===== src/rtl/muxn_pkg.sv =====
// Shared definitions for the muxn_pipe block: the occupancy state encoding
// of the output skid buffer and a constant clog2 helper for sizing selects.
package muxn_pkg;

    typedef enum logic [1:0] {
        OCC_EMPTY = 2'd0,
        OCC_ONE   = 2'd1,
        OCC_TWO   = 2'd2
    } occ_e;

    // Ceiling log2, usable in constant expressions (parameter sizing).
    function automatic int clog2(input int value);
        int r;
        r = 0;
        while ((1 << r) < value) begin
            r = r + 1;
        end
        return r;
    endfunction

endpackage


===== src/rtl/muxn_sel.sv =====
// Combinational NUM_IN:1 channel selector. A select that names no channel
// yields zero data and raises the bad flag so the caller can count it.
module muxn_sel
    import muxn_pkg::*;
#(
    parameter int WIDTH  = 32,
    parameter int NUM_IN = 4,
    parameter int SEL_W  = 2
) (
    input  logic [NUM_IN*WIDTH-1:0] in_data,
    input  logic [SEL_W-1:0]        sel,
    output logic [WIDTH-1:0]        data,
    output logic                    bad
);

    // Scan all channels; only an exact match drives data and clears bad.
    always_comb begin
        data = '0;
        bad  = 1'b1;
        for (int i = 0; i < NUM_IN; i++) begin
            if (sel == SEL_W'(i)) begin
                data = in_data[i*WIDTH +: WIDTH];
                bad  = 1'b0;
            end
        end
    end

endmodule


===== src/rtl/muxn_pipe.sv =====
// N-input W-bit mux feeding a 2-entry skid buffer with valid/ready output.
// Handshake: a transfer happens on a rising edge where valid and ready are
// both high; in_ready is a flop and never depends on out_ready in the same
// cycle; head data is held stable while out_valid is high and out_ready low.
// Optional feature macro: MUXN_PIPE_PARITY_EN adds out_parity, the XOR of
// the head entry's data, computed at accept and stored with each entry.
module muxn_pipe
    import muxn_pkg::*;
#(
    parameter int WIDTH     = 32,
    parameter int NUM_IN    = 4,
    parameter int ERR_CNT_W = 8,
    localparam int SEL_W    = (clog2(NUM_IN) < 1) ? 1 : clog2(NUM_IN)
) (
    input  logic                    clk,
    input  logic                    rst_n,
    input  logic                    flush,
    input  logic [NUM_IN*WIDTH-1:0] in_data,
    input  logic [SEL_W-1:0]        in_sel,
    input  logic                    in_valid,
    output logic                    in_ready,
    output logic [WIDTH-1:0]        out_data,
    output logic                    out_valid,
    input  logic                    out_ready,
`ifdef MUXN_PIPE_PARITY_EN
    output logic                    out_parity,
`endif
    output logic                    sel_err,
    output logic [ERR_CNT_W-1:0]    err_cnt,
    output occ_e                    occ_state
);

    logic [WIDTH-1:0] sel_data;
    logic             sel_bad;
    logic [WIDTH-1:0] tail_data;
    occ_e             occ;
    occ_e             next_occ;
    logic             accept;
    logic             pop;
`ifdef MUXN_PIPE_PARITY_EN
    logic             tail_par;
`endif

    muxn_sel #(
        .WIDTH  (WIDTH),
        .NUM_IN (NUM_IN),
        .SEL_W  (SEL_W)
    ) u_sel (
        .in_data (in_data),
        .sel     (in_sel),
        .data    (sel_data),
        .bad     (sel_bad)
    );

    // Flush overrides any offered input, so it also suppresses accept.
    assign accept    = in_valid & in_ready & ~flush;
    assign pop       = out_valid & out_ready;
    assign out_valid = (occ != OCC_EMPTY);
    assign occ_state = occ;

    // Next occupancy from accept/pop; flush always empties the buffer.
    always_comb begin
        next_occ = occ;
        case (occ)
            OCC_EMPTY: if (accept) next_occ = OCC_ONE;
            OCC_ONE: begin
                if (accept && !pop)      next_occ = OCC_TWO;
                else if (!accept && pop) next_occ = OCC_EMPTY;
            end
            OCC_TWO:   if (pop) next_occ = OCC_ONE;
            default:   next_occ = OCC_EMPTY;
        endcase
        if (flush) next_occ = OCC_EMPTY;
    end

    // Occupancy FSM, head/tail entries, ready flop and error counter.
    always_ff @(posedge clk or negedge rst_n) begin
        if (!rst_n) begin
            occ        <= OCC_EMPTY;
            in_ready   <= 1'b0;
            out_data   <= '0;
            tail_data  <= '0;
            sel_err    <= 1'b0;
            err_cnt    <= '0;
`ifdef MUXN_PIPE_PARITY_EN
            out_parity <= 1'b0;
            tail_par   <= 1'b0;
`endif
        end else begin
            occ      <= next_occ;
            in_ready <= (next_occ != OCC_TWO);
            sel_err  <= accept & sel_bad;
            if (accept && sel_bad && (err_cnt != {ERR_CNT_W{1'b1}})) begin
                err_cnt <= err_cnt + {{(ERR_CNT_W-1){1'b0}}, 1'b1};
            end
            if (!flush) begin
                case (occ)
                    OCC_EMPTY: begin
                        if (accept) begin
                            out_data   <= sel_data;
`ifdef MUXN_PIPE_PARITY_EN
                            out_parity <= ^sel_data;
`endif
                        end
                    end
                    OCC_ONE: begin
                        if (accept && pop) begin
                            out_data   <= sel_data;
`ifdef MUXN_PIPE_PARITY_EN
                            out_parity <= ^sel_data;
`endif
                        end else if (accept) begin
                            tail_data  <= sel_data;
`ifdef MUXN_PIPE_PARITY_EN
                            tail_par   <= ^sel_data;
`endif
                        end
                    end
                    OCC_TWO: begin
                        if (pop) begin
                            out_data   <= tail_data;
`ifdef MUXN_PIPE_PARITY_EN
                            out_parity <= tail_par;
`endif
                        end
                    end
                    default: ;
                endcase
            end
        end
    end

endmodule


===== config.mk =====
export PLATFORM = sky130hd
export DESIGN_NAME = muxn_pipe
export DESIGN_NICKNAME = d
export VERILOG_FILES = /design/src/rtl/muxn_pkg.sv /design/src/rtl/muxn_sel.sv /design/src/rtl/muxn_pipe.sv
export SDC_FILE = /design/constraint.sdc
export NUM_CORES = 1
export LEC_CHECK = 0
export ABC_AREA = 1
export BUFFER_PORTS_ARGS = -buffer_cell sky130_fd_sc_hd__buf_2
export CORE_UTILIZATION = 52
export CTS_CLUSTER_SIZE = 28
export DETAILED_ROUTE_END_ITERATION = 12
export PLACE_DENSITY = 0.87
export SETUP_SLACK_MARGIN = 0.5
export SLEW_MARGIN = 10
export SYNTH_ARGS = -nofsm -noshare
export SYNTH_HDL_FRONTEND = slang
export SYNTH_SLANG_ARGS = --single-unit

===== constraint.sdc =====
create_clock -name clk -period 2.58 [get_ports clk]
set_input_delay 0.516 -clock clk [delete_from_list [all_inputs] [get_ports clk]]
set_output_delay 0.516 -clock clk [all_outputs]
set_load 0.01 [all_outputs]

# --- Word level (Yosys, flattened, before mapping) ---
# Index checks and enable logic that the tools add are counted.
word_totals:
  register_bits: 76
  wordCells: 54
  out_inout_bits: 45
classes:
  bitwise_logic: 6
  n_mux: 18
  n_eq_ne: 10
  n_reduce_logical: 13
  addsub: 1
ops:
  columns: ["operator", "n"]
  rows:
  - ["two-way mux 32 bit", 7]
  - ["one-hot mux 32 bit (3 select lines)", 1]
  - ["two-way mux 2 bit", 5]
  - ["adder 8 x 1 -> 8 bit (second input constant)", 1]
  - ["inequality test 2 bit (second input constant)", 4]
  - ["inequality test 8 bit (second input constant)", 1]
  - ["equality test 2 bit (second input constant)", 3]
  - ["one-hot mux 2 bit (3 select lines)", 1]
  - ["logical AND 1 bit", 5]
  - ["AND reduction 5 bit", 1]
  - ["AND 1 bit", 4]
  - ["equality test 2 x 1 -> 1 bit (second input constant)", 2]
  - ["logical NOT 2 bit", 2]
  - ["two-way mux 1 bit", 4]
  - ["AND reduction 4 bit", 1]
  - ["nonzero test 3 bit", 1]
  - ["logical NOT 1 bit", 2]
  - ["NOT 1 bit", 2]
  - ["nonzero test 2 bit", 1]

# --- Longest topological paths before layout ---
logic_depth:
  word_depth: 9
  depth_mapped: 9
  ltp_nobuf: 7

# --- Hierarchy ---
# A second synthesis with hierarchy kept.
unflattened:
  cells_unflattened: 659
  hier_area_um2: 4608.2
by_module_without_submodules:
  columns: ["mod", "area_per_inst_um2", "seq_area_each_um2", "instances", "cells_per_inst"]
  rows:
  - ["muxn_pipe", 3628.5, 1901.8, 1, 471]
  - ["muxn_sel", 979.7, 0.0, 1, 188]

# --- Worst setup path before layout ---
# No wires, ideal clock.
synth_timing:
  path_type: "input port to flip-flop"
  from: "input in_sel[0]"
  to: "register out_data[0]"
  arrival_ns: 1.329
  cell_stages: 8
  setup_slack_ns: 1.135
  setup_time_ns: 0.116
  cell_sequence: "buf_2 > nand2_2 > clkbuf_1 > or2_0 > nand2_1 > nand2_1 > nand2_1 > nand2_1"
synth_via:
  elab_chain_cells: 7
  word_cells_on_any_way: 11
  classes_between: "eq/ne (3); mux (7); reduce/logical (1)"
synth_rtl:
  columns: ["item", "line_no", "rtl"]
  rows:
  - ["start: declaration", "muxn_pipe.sv:19", "input logic [SEL_W-1:0] in_sel,"]
  - ["logical NOT 2 bit", "muxn_sel.sv:21", "if (sel == SEL_W'(i)) begin"]
  - ["two-way mux 32 bit (3 in series)", "muxn_sel.sv:21", null]
  - ["two-way mux 32 bit (*)", "muxn_sel.sv:21", null]
  - ["two-way mux 32 bit (on tied branches)", "muxn_pipe.sv:107, muxn_pipe.sv:99", null]
  - ["one-hot mux 32 bit (3 select lines) (*)", "muxn_pipe.sv:97", "case (occ)"]
  - ["end signal: assignment", "muxn_pipe.sv:100", "out_data <= sel_data;"]
  - ["end signal: assignment", "muxn_pipe.sv:108", "out_data <= sel_data;"]
  - ["end signal: assignment", "muxn_pipe.sv:121", "out_data <= tail_data;"]
  - ["end: declaration", "muxn_pipe.sv:22", "output logic [WIDTH-1:0] out_data,"]
# Mark *: on every way between the ends. The rest lies on a longest branch, timed or not. The select of a mux whose other input is x is not followed.
# A chain may end at the register's enable or synchronous reset.

# --- Final worst setup path ---
layout_timing:
  from: "input in_sel[1]"
  to: "register out_data[15]"
# Same word-level chain as after synthesis.

==> flow_summary.toml <==
[setup_path]
startpoint_type = "primary input"
worstReg2RegEnd = "out_data[6]"
cp.required_ns = 2.83
setup.worst_path.class = "primary input to flip-flop"
reg2regPathDepth = 7
r2r-start = "occ_state[0]"
worstPathMaxFanout = 33
endpoint = "out_data[15]"
endpoint_kind = "flip-flop"
r2r_slack_ns = 0.95
arrival_ns = 2.14
crit_start = "in_sel[1]"

[synthesis]
synthCells = 596
yosysWarnings = 0
synth_fp_nets = 731
ys_types = 19
synth_area_leaders = "dfrtp_1, nand2_1, nand3_1"
synth-seq-cells = 76
syn_avg_cell_area_um2 = 6.95
yosys-top-cells-count = "nand2_1, dfrtp_1, nand3_1"
synth_seq_area_share = 0.459
synth_area_um2 = 4140
async_reset_ff_frac = 1.00
yosysMostFrequentCell = "nand2_1"
synth_area_leader_cell = "dfrtp_1"
synth_edf_count = 0
synth-main-ff-cell = "dfrtp_1"
synth_top_cell_area_share = 0.459

[timing]
rsz0062_at_grt = "no"
fin_crit_sh = 0.732
hold_violations = 0
fin_tns_setup_ns = 0
finalMaxSlewViolations = 0
period_minus_slack_ns = 1.89
skew_ns = 0.0122
max_slew_margin = 0.428
tightest_slew_ns = 0.857
timing.fmax_ghz = 0.529
setup_viol = 0

[power_and_ir_drop]
seqPwrFrac = 0.454
cellInternalPower_mw = 2.40
p_sw_frac = 0.302
leakage_nw = 3.06
switchingPower_mw = 1.04
total_power_mw = 3.44
power.share.clock = 0.325
p_comb_frac = 0.221
p_per_area_nw_per_um2 = 649
ir_drop_mv = 0.332

[drt]
firstDrtPassIters = 4
post_drt_wl_per_cell_um = 13.6
drt-total-wl_mm = 11.6
postRouteAntennaNets = 0
vias_per_cell = 5.23
drc = 0
vias = 4460
drtIter0Drc = 207

[clock_tree]
clk_latency_ns = 0.36
cts_resized = 0
cts.path.max_buffers = 2
cts_sinks = 76
cts_setup_buffers = 0
ctsRootBufferMaster = "clkbuf_8"
cts-buffers-inserted = 9
ctsHoldBuffers = 0
cts_max_level = 3
clk_pin_slew_ns = 0.08
cts_tree = "done"

[floorplanning]
rows = 32
fp.dieH_um = 91.2
dieArea_um2 = 8330
core_area_um2 = 7730
pin_count = 180
die_x_um = 91.2
start_util = 0.536

[global_routing]
antenna_found_initial = 0
grt_pass1_wl_mm = 18.9
grt_use_total = 0.290
overflow = 0
grt_max_degree = 66
grt_pass1_vias = 4116

[final_layout]
antenna_cells = 0
syn_to_final_growth_pct = 28.0
num-fill-cells = 657
multiInputGateArea_um2 = 2000
finalNetCount = 880
layout-drive-gt1-share = 0.281
seqCellArea_um2 = 1900

[placed_design]
io_buffers = 179
gp_congestion = 0.758
hpwl_mm = 8.32

[hold_path]
hold_class = "primary input to async pin"

[job]
maxCapViolations = 0

[outcome]
status = "finished, final reports clean"
-- area by class of cell --
cell class,count,share of cell area
flip-flops and latches,76,0.359
clock buffers,9,0.0234
multi-input cells,464,0.378
well taps,102,0.0241
repair buffers,187,0.188
clock inverters,7,0.0234
inverters,7,0.00496
-- metal layers --
metal / wire, µm / global-route usage / up-vias / share of wire
met5: 0 / 0 / - / 0
met2: 5550 / 0.495 / 228 / 0.48
met3: 989 / 0.0561 / 20 / 0.085
met4: 253 / 0.115 / 0 / 0.022
li1: - / - / 2185 / -
met1: 4820 / 0.361 / 2027 / 0.42
-- worst min-delay path by stage --
stage | slack (ns) | endpoint
after global placement | 0.36 | err_cnt[7]
after detailed placement | 0.36 | err_cnt[1]
after CTS | 0.14 | err_cnt[5]
final | 0.12 | err_cnt[5]
after floorplan | 0.22 | err_cnt[0]
after global routing | 0.16 | err_cnt[5]
-- power groups by stage --
stage                     clock, mW  sequential (mW)  combinational, mW
after floorplan                   0             1.61              0.387
after global placement            0             1.57              0.733
after detailed placement          0             1.58              0.766
after CTS                      1.13             1.56              0.766
after global routing           1.19             1.59              0.857
final                          1.12             1.56              0.761
-- critical path: stages --
cell,delay [ns]
buf_2,0.22
buf_4,0.36
nand2_2,0.40
or2_0,0.33
nand2_1,0.12
nand2_1,0.06
nand2_1,0.08
nand2_1,0.04
-- sequential cells by signal, indices dropped and copies added, names as in the netlist --
signal and flops:
tail_data 32, out_data 32, sel_err 1, err_cnt 8, in_ready 1, occ_state 2
-- through the flow --
step                hold slack [ns]  cell area (µm²)  std cells  utilization  setup WS [ns]
finish                        0.122             5300        852        0.686          0.691
global route                  0.157             5300        852        0.686          0.536
CTS                           0.135             5300        852        0.686          0.700
detailed placement            0.360             5050        836        0.654          0.331
global placement              0.360             5050        836        0.654          0.432
floorplan                     0.220             4140        596            -           1.13
-- placed cells by master (no fill, tap or decap) --
master / count
nand2_2: 2
nand3_1: 65
or2_0: 31
a21oi_1: 1
nand2_1: 229
or2_1: 1
clkinv_2: 1
inv_2: 4
inv_1: 3
nand4_1: 1
dfrtp_1: 76
conb_1: 1
clkbuf_8: 9
inv_8: 1
o21ai_1: 36
nand3_2: 1
bufinv_16: 3
buf_12: 3
nor2_1: 65
buf_4: 6
clkinv_4: 2
o21ai_0: 30
nor2_2: 1
buf_2: 178
-- logic make-up after synthesis --
kind of cell / share of synthesized area
AND/OR/NAND/NOR: 0.400
other: 0.000905
flip-flops: 0.459
buffers and inverters: 0.0589
AO/OA/AOI/OAI: 0.0810
(Power assumes the default switching activity.)
